--- src/rtl/prince_round_ctrl.sv ---
// prince_round_ctrl
//   Round sequencer for the round-based threshold-implemented PRINCE core.
//   One encryption per accepted start: LOAD, 12 S-layer steps (5 forward
//   rounds, 2 middle S-layers, 5 inverse rounds), FINAL whitening, DONE.
//   The datapath holds all key/data shares; this block only issues control.
//
// Ports
//   clk         system clock, rising edge
//   rst         asynchronous active-high reset
//   start_i     request a new encryption (accepted only while ready_o=1)
//   ready_o     idle, can accept start_i
//   load_o      state register captures input shares ^ k0 ^ k1 ^ RC0
//   sbox_en_o   advance the TI S-box pipeline
//   sbox_inv_o  0: S, 1: S^-1
//   lin_pre_o   0: linear layer/RC/key after S-box, 1: before S-box
//   lin_sel_o   00 none, 01 M, 10 M', 11 M^-1
//   rc_idx_o    round-constant index 0..11
//   state_en_o  state register captures datapath result
//   rand_req_o  request fresh TI randomness (same as sbox_en_o)
//   final_o     apply RC11 ^ k1 and k0' whitening, capture into state
//   done_o      one-cycle pulse: state holds the ciphertext shares
module prince_round_ctrl #(
  parameter int unsigned SBOX_LAT = 3
) (
  input  logic       clk,
  input  logic       rst,
  input  logic       start_i,
  output logic       ready_o,
  output logic       load_o,
  output logic       sbox_en_o,
  output logic       sbox_inv_o,
  output logic       lin_pre_o,
  output logic [1:0] lin_sel_o,
  output logic [3:0] rc_idx_o,
  output logic       state_en_o,
  output logic       rand_req_o,
  output logic       final_o,
  output logic       done_o
);

  typedef enum logic [2:0] {
    IDLE,
    LOAD,
    STEP,
    FINAL,
    DONE
  } state_t;

  localparam logic [3:0] LAST_SUB  = 4'(SBOX_LAT - 1);
  localparam logic [3:0] LAST_STEP = 4'd11;

  state_t     state;
  logic [3:0] step_cnt;
  logic [3:0] sub_cnt;

  // Per-step configuration: {sbox_inv, lin_pre, lin_sel[1:0], rc_idx[3:0]}
  function automatic logic [7:0] step_cfg(input logic [3:0] s);
    logic [7:0] cfg;
    if (s < 4'd5)       cfg = {1'b0, 1'b0, 2'b01, s + 4'd1};
    else if (s == 4'd5) cfg = {1'b0, 1'b0, 2'b10, 4'd0};
    else if (s == 4'd6) cfg = {1'b1, 1'b0, 2'b00, 4'd0};
    else                cfg = {1'b1, 1'b1, 2'b11, s - 4'd1};
    return cfg;
  endfunction

  // Outputs are registered: each branch loads the values that belong to
  // the state being entered, so they appear in the same cycle as the state.
  always_ff @(posedge clk or posedge rst) begin
    if (rst) begin
      state      <= IDLE;
      step_cnt   <= '0;
      sub_cnt    <= '0;
      ready_o    <= 1'b1;
      load_o     <= 1'b0;
      sbox_en_o  <= 1'b0;
      sbox_inv_o <= 1'b0;
      lin_pre_o  <= 1'b0;
      lin_sel_o  <= '0;
      rc_idx_o   <= '0;
      state_en_o <= 1'b0;
      rand_req_o <= 1'b0;
      final_o    <= 1'b0;
      done_o     <= 1'b0;
    end else begin
      ready_o    <= 1'b0;
      load_o     <= 1'b0;
      sbox_en_o  <= 1'b0;
      sbox_inv_o <= 1'b0;
      lin_pre_o  <= 1'b0;
      lin_sel_o  <= '0;
      rc_idx_o   <= '0;
      state_en_o <= 1'b0;
      rand_req_o <= 1'b0;
      final_o    <= 1'b0;
      done_o     <= 1'b0;

      case (state)
        IDLE: begin
          if (start_i) begin
            state      <= LOAD;
            load_o     <= 1'b1;
            state_en_o <= 1'b1;
          end else begin
            ready_o <= 1'b1;
          end
        end

        LOAD: begin
          state      <= STEP;
          step_cnt   <= '0;
          sub_cnt    <= '0;
          sbox_en_o  <= 1'b1;
          rand_req_o <= 1'b1;
          {sbox_inv_o, lin_pre_o, lin_sel_o, rc_idx_o} <= step_cfg(4'd0);
          state_en_o <= (LAST_SUB == 4'd0);
        end

        STEP: begin
          if (sub_cnt == LAST_SUB) begin
            if (step_cnt == LAST_STEP) begin
              state      <= FINAL;
              step_cnt   <= '0;
              sub_cnt    <= '0;
              final_o    <= 1'b1;
              state_en_o <= 1'b1;
              rc_idx_o   <= 4'd11;
            end else begin
              step_cnt   <= step_cnt + 4'd1;
              sub_cnt    <= '0;
              sbox_en_o  <= 1'b1;
              rand_req_o <= 1'b1;
              {sbox_inv_o, lin_pre_o, lin_sel_o, rc_idx_o} <= step_cfg(step_cnt + 4'd1);
              state_en_o <= (LAST_SUB == 4'd0);
            end
          end else begin
            sub_cnt    <= sub_cnt + 4'd1;
            sbox_en_o  <= 1'b1;
            rand_req_o <= 1'b1;
            {sbox_inv_o, lin_pre_o, lin_sel_o, rc_idx_o} <= step_cfg(step_cnt);
            state_en_o <= ((sub_cnt + 4'd1) == LAST_SUB);
          end
        end

        FINAL: begin
          state  <= DONE;
          done_o <= 1'b1;
        end

        DONE: begin
          state   <= IDLE;
          ready_o <= 1'b1;
        end

        default: begin
          state   <= IDLE;
          ready_o <= 1'b1;
        end
      endcase
    end
  end

endmodule

--- config.mk ---
export PLATFORM = sky130hd
export DESIGN_NAME = prince_round_ctrl
export DESIGN_NICKNAME = d
export VERILOG_FILES = /design/src/rtl/prince_round_ctrl.sv
export SDC_FILE = /design/constraint.sdc
export NUM_CORES = 1
export LEC_CHECK = 0
export ABC_CLOCK_PERIOD_IN_PS = 1900
export CORE_MARGIN = 10
export CORE_UTILIZATION = 50
export CTS_CLUSTER_DIAMETER = 30
export DETAILED_ROUTE_END_ITERATION = 8
export GPL_TIMING_DRIVEN = 0
export PLACE_DENSITY = 0.74
export SLEW_MARGIN = 20
export SYNTH_ARGS = -nofsm -noshare
export SYNTH_HDL_FRONTEND = slang
export SYNTH_SLANG_ARGS = --single-unit
--- constraint.sdc ---
create_clock -name clk -period 1.9 [get_ports clk]
set_input_delay 0.19 -clock clk [delete_from_list [all_inputs] [get_ports clk]]
set_output_delay 0.19 -clock clk [all_outputs]
set_load 0.01 [all_outputs]
* After elaboration in Yosys (flattened, before gate mapping)
Cells that the tools add are included.
** Cells by class
- Equal/unequal tests :: 13
- Muxes and demuxes :: 40
- Reduce and logical (&&, ||, !) cells :: 5
- Add/subtract/negate cells :: 5
- Order comparisons :: 2
** Operators by type and width (number)
- two-way mux 8 bit :: 4
- one-hot mux 4 bit (2 select lines) :: 3
- two-way mux 4 bit :: 5
- equality test 4 x 3 -> 1 bit (second input constant) :: 4
- two-way mux 1 bit :: 16
- two-way mux 7 bit :: 2
- adder 4 x 1 -> 4 bit (second input constant) :: 3
- one-hot mux 3 bit (4 select lines) :: 1
- two-way mux 3 bit :: 3
- equality test 4 x 2 -> 1 bit (second input constant) :: 2
- < comparator 4 x 3 -> 1 bit (second input constant) :: 2
- subtractor 4 x 1 -> 4 bit (second input constant) :: 2
- equality test 3 x 2 -> 1 bit (second input constant) :: 2
- != test 2 bit (second input constant) :: 3
- one-hot mux 1 bit (2 select lines) :: 3
- equality test 4 bit (second input constant) :: 1
- two-way mux 2 bit :: 2
- one-hot mux 2 bit (2 select lines) :: 1
- equality test 3 x 1 -> 1 bit (second input constant) :: 1
- zero test 3 bit :: 1
- AND reduction 3 bit :: 1
- OR reduction 3 bit :: 1
- AND reduction 2 bit :: 1
- nonzero test 2 bit :: 1
** Word-level totals
- Register bits after elaboration :: 25

* Longest topological paths before layout
- Word-level depth :: 8
- Mapped depth :: 7

* Worst setup path after synthesis
Ideal clock, no wire load.
- Path type :: register to register
- Start :: register step_cnt[0]
- End :: register rc_idx_o[0]
- Period minus slack after synthesis :: 1.829 ns
- Cell stages (with the launch flop) :: 8
- Arrival time :: 1.693 ns
- Library setup time :: 0.136 ns
- Required time :: 1.764 ns
- Path slack :: 0.071 ns
- Cell sequence :: dfrtp_1 -> buf_2 -> inv_1 -> ha_1 -> nand2b_1 -> o311a_1 -> o21ai_0 -> o311ai_1
** Between the ends
- Longest elaborated chain between the ends :: 8
- Elaborated cells between the ends (all ways) :: 20
- Those cells by class :: 4 x add/sub; 2 x order compare; 5 x eq/ne; 9 x mux
** Ends and longest elaborated chain
- start: declaration :: RTL line 53 : logic [3:0] step_cnt;
- start signal: assignment :: RTL line 128 : step_cnt <= step_cnt + 4'd1;
- adder 4 x 1 -> 4 bit :: RTL line 59, 132
- subtractor 4 x 1 -> 4 bit / equality test 4 x 3 -> 1 bit (equally long branches) :: RTL line 62, 61
- two-way mux 7 bit :: RTL line 61 : else if (s == 4'd6) cfg = {1'b1, 1'b0, 2'b00, 4'd0};
- two-way mux 8 bit :: RTL line 60 : else if (s == 4'd5) cfg = {1'b0, 1'b0, 2'b10, 4'd0};
- two-way mux 8 bit :: RTL line 59 : if (s < 4'd5) cfg = {1'b0, 1'b0, 2'b01, s + 4'd1};
- two-way mux 4 bit :: RTL line 120 : if (step_cnt == LAST_STEP) begin
- two-way mux 4 bit * :: RTL line 119 : if (sub_cnt == LAST_SUB) begin
- one-hot mux 4 bit (2 select lines) * :: RTL line 97 : case (state)
- end signal: assignment :: RTL line 114 : {sbox_inv_o, lin_pre_o, lin_sel_o, rc_idx_o} <= step_cfg(4'd0);
- end signal: assignment :: RTL line 132 : {sbox_inv_o, lin_pre_o, lin_sel_o, rc_idx_o} <= step_cfg(step_cnt + 4'd1);
- end signal: assignment :: RTL line 139 : {sbox_inv_o, lin_pre_o, lin_sel_o, rc_idx_o} <= step_cfg(step_cnt);
- end: declaration :: RTL line 34 : output logic [3:0] rc_idx_o,
Mark *: on every way between the ends. The rest lies on a longest branch, timed or not.
A chain may end at the register's enable or synchronous reset.

* Worst setup path in the final report
Ends and elaborated chain as after synthesis.

==> impl_metrics.env <==
export IMPL_netlist_top_cells_area="dfrtp_1 (39%), ha_1 (7.3%), o21ai_0 (4.9%)"
export IMPL_syn_area_sq_um=1550
export IMPL_coreArea_sq_um=3000
export IMPL_dr_pass1_iters=5
export IMPL_clock_root_buffer="clkbuf_4"
export IMPL_initial_core_util=0.515
export IMPL_dieArea_sq_um=5720
export IMPL_cts_buffer_depth=2
export IMPL_route_detailed_drc=0
export IMPL_power_leakage_nw=0.819
export IMPL_num_vias=1446
export IMPL_p_total_mw=2.65
export IMPL_drive_gt1_frac=0.245
export IMPL_ir_drop_mv=0.614
export IMPL_end_kind="flop"
export IMPL_die_h_microns=75.6
export IMPL_min_path_type="in -> async"
export IMPL_ys_seq_area_frac=0.405
export IMPL_fp_row_count=20
export IMPL_ant_nets=0
export IMPL_nets=213
export IMPL_antenna_found_initial=0
export IMPL_status="complete, no violations"
export IMPL_ios=18
export IMPL_grt_pass1_vias=1232
export IMPL_area_growth_pct=27.9
export IMPL_layout_commonest_cell="dfrtp_1"
export IMPL_power_density_nw_per_um2=1340
export IMPL_avgRoutedWirePerCell_microns=16.6
export IMPL_viasPerCell=6.21
export IMPL_clkSlewWorstSetupHoldPaths_ns=0.15
export IMPL_grt_overflow=0
export IMPL_clkLatencyLatePin_ns=0.34
export IMPL_syn_nets=178
export IMPL_stdcell_count=233
export IMPL_timing_fmax_mhz=542
export IMPL_cp_start_kind="flop"
export IMPL_cts_tree="done"
export IMPL_critPathRequiredTime_ns=2.12
export IMPL_worst_setup_path_type="reg -> reg"
export IMPL_regArea_sq_um=628
export IMPL_avgSynthCellArea_sq_um=9.32
export IMPL_drt_total_wl_microns=3870
export IMPL_yosysWarnings=0
export IMPL_finalCritPeriodShare=0.971
export IMPL_cts_hold_buffers=0
export IMPL_layout_setup_ws_ns=0.0545
export IMPL_cts_sinks=25
export IMPL_period_minus_slack_ns=1.85
export IMPL_synth_cells=166
export IMPL_max_cap_violations=0
export IMPL_skew_ns=0.00250
export IMPL_track_usage=0.138
export IMPL_ys_ff_latch=25
export IMPL_num_fill_cells=228
export IMPL_tightestPinTransition_ns=0.894
export IMPL_final_cell_mix="dfrtp_1 (23), clkdlybuf4s50_1 (17), buf_4 (15)"
export IMPL_synth_cell_type_count=52
export IMPL_antenna_cells=0
export IMPL_synth_top_area_frac=0.388
export IMPL_cts_buffers=3
export IMPL_numPortBuffers=17
export IMPL_grt_max_degree=26
export IMPL_synth_top_area_cell="dfrtp_1"
export IMPL_cp_arrival_ns=2.07
export IMPL_placedCellCount=216
export IMPL_cp_max_fo=6
export IMPL_h_tree_depth=1
export IMPL_setup_viol=0
export IMPL_slew_viol_final=0
export IMPL_post_place_ws_ns=-0.253
export IMPL_multi_input_area_sq_um=906
export IMPL_drtIter0Drc=141
export IMPL_grt_first_pass_wirelength_microns=6100
export IMPL_maxSlewHeadroom=0.403
export IMPL_place_congestion=0.894
export IMPL_die_w_microns=75.6
export IMPL_finalHoldViolCount=0
export IMPL_dp_hpwl_microns=2660
## cell type report
type,count,area share
repair buffers,30,0.135
well taps,33,0.0209
inverters,8,0.0190
multi-input cells,124,0.458
clock buffers,3,0.0114
flip-flops and latches,25,0.317
plain buffers,9,0.0341
clock inverters,1,0.00442
## sequential cells by signal, summed over array words and instances, names as in the netlist, 2 cells and up
signal,flops
state,3
sub_cnt,4
step_cnt,4
lin_sel_o,2
rc_idx_o,4
## layer usage
metal  track usage  routed length [microns]
met5             0                        0
met4        0.0495                       82
met3        0.0313                      335
met2         0.207                     1800
met1         0.190                     1660
## stage by stage
stage           util  setup TNS [ns]  hold WS [ns]  cell area, sq um
4_1_cts        0.607         -0.0636         0.373              1820
5_1_grt        0.659        -0.00228         0.432              1980
3_5_place_dp   0.586          -0.527         0.561              1760
6_report       0.659               0         0.327              1980
2_1_floorplan      -               0         0.217              1550
3_3_place_gp   0.586          -0.522         0.546              1760
## critical path: stages (launching register included)
cell	delay, ns
dfrtp_2	0.46
buf_6	0.13
clkinvlp_4	0.12
buf_4	0.14
ha_4	0.17
nor2_1	0.10
o311a_1	0.36
o21ai_2	0.12
o311ai_2	0.12
## worst paths after layout
path | to | start | cells past startpoint | slack, ns
max in group asynchronous | step_cnt[0]$_DFFE_PP0P_ | rst | 2 | 0.98
hold reg to reg | sub_cnt[0]$_DFFE_PP0P_ | sub_cnt[0]$_DFFE_PP0P_ | 2 | 0.59
setup reg to reg | rc_idx_o[0]$_DFF_PP0_ | step_cnt[0]$_DFFE_PP0P_ | 8 | 0.05
min in group clk | load_o$_DFF_PP0_ | start_i | 2 | 0.47
hold / removal | sbox_inv_o$_DFF_PP0_ | rst | 2 | 0.33
setup / recovery | rc_idx_o[0]$_DFF_PP0_ | step_cnt[0]$_DFFE_PP0P_ | 8 | 0.05
## report_power, final
group	switching [mW]	internal (mW)	leakage (nW)
Clock	0.182	0.0862	0.0183
Combinational	0.794	0.796	0.470
Sequential	0.104	0.684	0.331
Total	1.08	1.57	0.819
## synthesized netlist by cell type, drive strengths merged
| library cell | number |
|---|---|
| nor3b | 5 |
| a31oi | 2 |
| o21ai | 16 |
| ha | 9 |
| or3b | 2 |
| or2 | 2 |
| a31o | 1 |
| a211o | 1 |
| inv | 8 |
| o22ai | 5 |
| or3 | 1 |
| nand4 | 1 |
| a22o | 1 |
| a21bo | 1 |
| nand3 | 4 |
| a22oi | 1 |
| buf | 6 |
| nor3 | 6 |
| dfrtp | 24 |
| o311ai | 1 |
| a2111oi | 1 |
| nor2 | 15 |
| nand2b | 2 |
| nor2b | 3 |
| dfstp | 1 |
| nor4b | 1 |
| a32o | 1 |
| a21oi | 6 |
| and3 | 1 |
| o311a | 3 |
| a21boi | 2 |
| o221ai | 1 |
| o2111a | 1 |
| clkbuf | 3 |
| nand2 | 13 |
| and2 | 1 |
| nand3b | 2 |
| and3b | 2 |
| mux2i | 1 |
| o2111ai | 1 |
| o22a | 1 |
| xnor2 | 4 |
| a21o | 3 |
## cell families after synthesis
logic type / count (synthesis) / synth area share
and+or+nand+nor: 61 / 0.221
AOI/OAI and AO/OA: 49 / 0.220
DFF: 25 / 0.405
buffers and inverters: 17 / 0.0525
adders and majority gates: 9 / 0.0728
xor gates and xnor gates: 4 / 0.0226
muxes: 1 / 0.00647
## repair_timing
action	CTS	global route
hold endpoints to repair	0	0
endpoints found under the setup margin	6	5
pin swaps	0	3
resized for setup	7	18
buffers inserted	2	11
cloned	0	0
Note: power is estimated with default switching activity, not from simulation.
